[config.mk]
export PLATFORM = sky130hd
export DESIGN_NAME = mem_if_unit
export DESIGN_NICKNAME = d
export VERILOG_FILES = /design/src/rtl/mem_if_pkg.sv /design/src/rtl/mem_if_timer.sv /design/src/rtl/mem_if_unit.sv
export SDC_FILE = /design/constraint.sdc
export NUM_CORES = 1
export LEC_CHECK = 0
export ABC_AREA = 1
export CAP_MARGIN = 20
export CORE_ASPECT_RATIO = 1.5
export CORE_MARGIN = 8
export CORE_UTILIZATION = 37
export CTS_CLUSTER_DIAMETER = 100
export DETAILED_ROUTE_END_ITERATION = 12
export GPL_TIMING_DRIVEN = 0
export PLACE_DENSITY = 0.79
export SLEW_MARGIN = 25
export SYNTH_ARGS = -nofsm -noshare
export SYNTH_HDL_FRONTEND = slang
export SYNTH_HIERARCHICAL = 1
export SYNTH_SLANG_ARGS = --single-unit
[constraint.sdc]
create_clock -name clk -period 1.6 [get_ports clk]
set_input_delay 0.32 -clock clk [delete_from_list [all_inputs] [get_ports clk]]
set_output_delay 0.32 -clock clk [all_outputs]
set_load 0.03 [all_outputs]
[src/rtl/mem_if_pkg.sv]
// Shared types and default widths for the memory interface unit.
package mem_if_pkg;

  localparam int MEM_ADDR_W = 14;
  localparam int MEM_DATA_W = 16;
  localparam int MEM_OPND_W = 8;

  typedef enum logic [1:0] {
    IDLE,
    REQ,
    DONE
  } mem_if_state_e;

  typedef enum logic {
    OP_READ,
    OP_WRITE
  } mem_op_e;

endpackage

[src/rtl/mem_if_timer.sv]
// Response watchdog: counts REQ cycles and flags expiry on the TIMEOUT_CYC-th one.
module mem_if_timer #(
  parameter int TIMEOUT_CYC = 16
) (
  input  logic clk,
  input  logic reset,
  input  logic i_clear,
  input  logic i_enable,
  output logic o_expired
);

  localparam int CNT_W = (TIMEOUT_CYC > 1) ? $clog2(TIMEOUT_CYC) : 1;
  localparam logic [CNT_W-1:0] LAST = CNT_W'(TIMEOUT_CYC - 1);

  logic [CNT_W-1:0] r_count;

  // r_count holds the number of REQ cycles already completed, so expiry fires on the last one.
  always_ff @(posedge clk) begin
    if (reset) begin
      r_count <= '0;
    end else if (i_clear) begin
      r_count <= '0;
    end else if (i_enable && !o_expired) begin
      r_count <= r_count + 1'b1;
    end
  end

  assign o_expired = i_enable && (r_count == LAST);

endmodule

[src/rtl/mem_if_unit.sv]
// Memory interface unit: turns held load/store commands into one SMM req/resp transaction.
// Optional response timeout enabled by defining MEM_IF_TIMEOUT_EN.
module mem_if_unit
  import mem_if_pkg::*;
#(
  parameter int ADDR_W      = MEM_ADDR_W,
  parameter int DATA_W      = MEM_DATA_W,
  parameter int OPND_W      = MEM_OPND_W,
  parameter int TIMEOUT_CYC = 16
) (
  input  logic              clk,
  input  logic              reset,
  input  logic              load,
  input  logic              store,
  input  logic [ADDR_W-1:0] addr,
  input  logic [DATA_W-1:0] result,
  input  logic              mem_resp,
  input  logic [DATA_W-1:0] mem_rdata,
  output logic              read_req,
  output logic              write_req,
  output logic [ADDR_W-1:0] addrout,
  output logic [DATA_W-1:0] mem_wdata,
  output logic [OPND_W-1:0] datatoinst,
  output logic              mem_done,
  output logic              mem_err,
  output logic              busy
);

  mem_if_state_e     r_state;
  mem_op_e           r_op;
  logic              r_read_req;
  logic              r_write_req;
  logic [ADDR_W-1:0] r_addr;
  logic [DATA_W-1:0] r_wdata;
  logic [OPND_W-1:0] r_operand;
  logic              r_done;
  logic              r_busy;
  logic              w_timeout;

`ifdef MEM_IF_TIMEOUT_EN
  logic r_err;

  mem_if_timer #(
    .TIMEOUT_CYC(TIMEOUT_CYC)
  ) u_timer (
    .clk      (clk),
    .reset    (reset),
    .i_clear  (r_state != REQ),
    .i_enable (r_state == REQ),
    .o_expired(w_timeout)
  );

  assign mem_err = r_err;
`else
  logic w_unused_timeout_cfg;

  assign w_timeout            = 1'b0;
  assign w_unused_timeout_cfg = (TIMEOUT_CYC > 0);
  assign mem_err              = 1'b0;
`endif

  // Only the low OPND_W bits of the read data reach the instruction unit.
  if (OPND_W < DATA_W) begin : g_rdata_tail
    logic w_unused_rdata_hi;
    assign w_unused_rdata_hi = ^mem_rdata[DATA_W-1:OPND_W];
  end

  // NOTE: every register, including the data holders, is reset so the outputs are
  // defined from the first cycle; all state uses <= so each edge sees pre-edge values.
  always_ff @(posedge clk) begin
    if (reset) begin
      r_state     <= IDLE;
      r_op        <= OP_READ;
      r_read_req  <= 1'b0;
      r_write_req <= 1'b0;
      r_addr      <= '0;
      r_wdata     <= '0;
      r_operand   <= '0;
      r_done      <= 1'b0;
      r_busy      <= 1'b0;
`ifdef MEM_IF_TIMEOUT_EN
      r_err       <= 1'b0;
`endif
    end else begin
      r_done <= 1'b0;
`ifdef MEM_IF_TIMEOUT_EN
      r_err  <= 1'b0;
`endif
      case (r_state)
        IDLE: begin
          if (load || store) begin
            r_addr  <= addr;
            r_busy  <= 1'b1;
            r_state <= REQ;
            if (load) begin
              r_op       <= OP_READ;
              r_read_req <= 1'b1;
            end else begin
              r_op        <= OP_WRITE;
              r_write_req <= 1'b1;
              r_wdata     <= result;
            end
          end
        end

        REQ: begin
          if (mem_resp) begin
            r_read_req  <= 1'b0;
            r_write_req <= 1'b0;
            r_done      <= 1'b1;
            r_state     <= DONE;
            if (r_op == OP_READ) begin
              r_operand <= mem_rdata[OPND_W-1:0];
            end
          end else if (w_timeout) begin
            r_read_req  <= 1'b0;
            r_write_req <= 1'b0;
            r_done      <= 1'b1;
            r_state     <= DONE;
`ifdef MEM_IF_TIMEOUT_EN
            r_err       <= 1'b1;
`endif
          end
        end

        // Re-arm only after the instruction unit releases both commands.
        DONE: begin
          if (!load && !store) begin
            r_busy  <= 1'b0;
            r_state <= IDLE;
          end
        end

        default: begin
          r_read_req  <= 1'b0;
          r_write_req <= 1'b0;
          r_busy      <= 1'b0;
          r_state     <= IDLE;
        end
      endcase
    end
  end

  assign read_req   = r_read_req;
  assign write_req  = r_write_req;
  assign addrout    = r_addr;
  assign mem_wdata  = r_wdata;
  assign datatoinst = r_operand;
  assign mem_done   = r_done;
  assign busy       = r_busy;

endmodule

==> flow_summary.yaml <==
min_path:
  hp-class: "input port to flop"
clock_network:
  cts_resized: 42
  htreeDepth: 2
  cts_setup_buffers: 0
  clkSlewWorstSetupHoldPaths_ns: 0.07
  cts-buffers-inserted: 5
  cts_tree: "done"
  ctsHoldBuffers: 0
  cts_root_buffer: "clkbuf_8"
  clkSinkCount: 45
  clock_latency_ns: 0.30
  clock_path_buffers: 2
yosys:
  syn_area_per_cell_um2: 7.86
  syn_nets: 261
  yosysUniqueCellTypes: 21
  yosysSeqAreaShare_pct: 54.6
  ys_ff_latch: 45
  netlist_instances: 210
  syn_area_um2: 1650
  yosysWarnings: 6
sta:
  drv_slew: 0
  min_period_ns: 1.40
  clock-skew-final_ns: 0.00500
  rsz0062_at_grt: "false"
  fmax_mhz: 715
  setup_viol: 0
  hold_viol: 0
  period_share_pct: 87.4
  hold_slack_ns: 0.290
floorplan:
  core_um2: 4390
  start_util_pct: 37.6
  chipHeight_um: 97.8
  ios: 94
  dieArea_um2: 6900
  die_x_um: 70.5
  rows: 30
routing:
  initialDrtViolationCount: 62
  antenna_left: 0
  drtPass1Iterations: 4
  viasPerCell: 4.57
  wl_per_cell_um: 13.6
  wl_mm: 4.72
  drc_errors: 0
  via_count: 1590
grt:
  grt-ovfl-total: 0
  grt_pass1_vias: 1553
  antenna_found_initial: 0
  grt_pass1_wl_mm: 7.73
  grt_max_degree: 13
  track_usage_pct: 13.8
final_layout:
  final_util_pct: 58.7
  nNetsFinal: 351
  drive_above_1_share_pct: 7.33
  antenna_cells: 0
  fill_cells: 431
  synthToLayoutAreaGrowth_pct: 56.2
place:
  dp.final_hpwl_mm: 3.72
  gp_congestion: 0.736
  io_buffers: 83
worst_setup_path:
  path_max_fanout: 10
  crit_path_cell_trace: "clkdlybuf4s50_1 > inv_1 > nand2_2 > nand2_4 > inv_6 > nand2_8 > buf_6 > o21ai_0 > nor2_1"
  end_kind: "flop"
  crit_required_ns: 1.79
  path_class: "input port to flop"
  worstPathArrival_ns: 1.59
  max_stage_delay_ns: 0.48
  startpoint_type: "input port"
  crit_path_top_delay_cell: "clkdlybuf4s50_1"
power_and_ir_drop:
  peakVddDrop_mv: 0.702
  p_per_area_nw_per_um2: 1060
  p_leak_nw: 1.22
job:
  maxCapViolations: 0
status:
  status: "finished clean"
[worst paths after layout]
| kind | depth (start not counted) | from | endpoint | slack (ns) |
|---|---|---|---|---|
| worst min register to register | 2 | write_req$_SDFFE_PP0P_ | write_req$_SDFFE_PP0P_ | 0.46 |
| worst max-delay path | 9 | store | mem_wdata[12]$_SDFFE_PP0P_ | 0.20 |
| worst max register to register | 6 | r_state[0]$_SDFFE_PP0P_ | datatoinst[6]$_SDFFE_PP0P_ | 0.26 |
| worst min-delay path | 2 | reset | r_op$_SDFFE_PP0P_ | 0.29 |
[worst max-delay path, delay by kind of cell]
kind | cells | cell delay (ns)
simple gates | 4 | 0.33
buf+inv | 4 | 0.79
compound gates | 1 | 0.15
[flip-flops by register name (all words and copies together) (netlist names)]
name        cells
mem_wdata      16
write_req       1
r_op            1
addrout        14
r_state         2
datatoinst      8
busy            1
read_req        1
mem_done        1
[per-stage QoR]
stage                     setup slack [ns]  cell area, µm²  TNS, ns  total power [W]  instances
after floorplan                      0.421            1650        0          0.00177        210
after global placement              -0.217            2540    -3.60          0.00213        341
after CTS                           0.0740            2570        0          0.00277        348
after global routing                0.0838            2580        0          0.00288        348
after detailed placement            -0.244            2540    -4.52          0.00214        341
final                                0.202            2580        0          0.00273        348
[report_power, final]
group / switching, W / internal, W / leakage [nW] / total (W)
clock: 0.000351 / 0.000343 / 0.0443 / 0.000694
sequential: 0.0000495 / 0.00123 / 0.372 / 0.00128
combinational: 0.000461 / 0.000291 / 0.804 / 0.000753
total: 0.000862 / 0.00186 / 1.22 / 0.00273
[cells in the mapped netlist]
cell | number | area share, %
conb_1 | 1 | 0.23
o21ai_0 | 37 | 11
inv_6 | 2 | 1.1
buf_2 | 3 | 0.91
nand2_2 | 2 | 0.76
buf_6 | 2 | 1.4
nand2_8 | 1 | 1.2
buf_4 | 1 | 0.46
clkbuf_1 | 3 | 0.68
inv_1 | 6 | 1.4
a21oi_1 | 6 | 1.8
o21bai_1 | 1 | 0.46
nand3_1 | 4 | 1.2
nor2_2 | 1 | 0.38
clkbuf_2 | 1 | 0.30
nand2_1 | 8 | 1.8
dfxtp_1 | 45 | 55
o21ai_1 | 2 | 0.61
nand2_4 | 1 | 0.68
nor2_1 | 81 | 18
inv_2 | 2 | 0.46
[area by class of cell]
type | count | area [µm²] | area share (%)
Inverter | 10 | 47.5 | 1.84
Timing Repair Buffer | 83 | 781 | 30.3
Buffer | 10 | 61.3 | 2.38
Tap cell | 48 | 60.1 | 2.33
Sequential cell | 45 | 901 | 35.0
Clock buffer | 7 | 86.3 | 3.35
Multi-Input combinational cell | 145 | 641 | 24.9
[layer usage]
metal / vias up / track usage, % / routed length, µm
met5: - / 0 / 0
met4: 0 / 6.09 / 89
met3: 5 / 4.37 / 234
met2: 39 / 25.2 / 2550
met1: 706 / 13.8 / 1850
li1: 840 / - / -
[cells in the final DEF, fill, tap and decap left out]
| cell | n |
|---|---|
| clkbuf_2 | 1 |
| nor2_2 | 1 |
| buf_4 | 1 |
| o21ai_0 | 37 |
| buf_6 | 2 |
| dfxtp_1 | 45 |
| a21oi_1 | 6 |
| nand2_8 | 1 |
| inv_1 | 6 |
| inv_6 | 2 |
| dlymetal6s2s_1 | 1 |
| o21bai_1 | 1 |
| dlygate4sd2_1 | 42 |
| clkbuf_1 | 4 |
| o21ai_1 | 2 |
| nor2_1 | 81 |
| clkdlybuf4s50_1 | 40 |
| nand2_2 | 2 |
| buf_2 | 3 |
| clkbuf_8 | 6 |
| inv_2 | 2 |
| nand2_4 | 1 |
| nand3_1 | 4 |
| nand2_1 | 8 |
| conb_1 | 1 |
[cells by family (layout without fill, tap and decap cells)]
logic type,Yosys count,after routing,synth area share (%)
simple gates,98,98,24.5
flops,45,45,54.6
buf+inv,20,110,6.60
other cells,1,1,0.227
compound gates,46,46,14.1
Note: power is estimated with default switching activity, not from simulation.
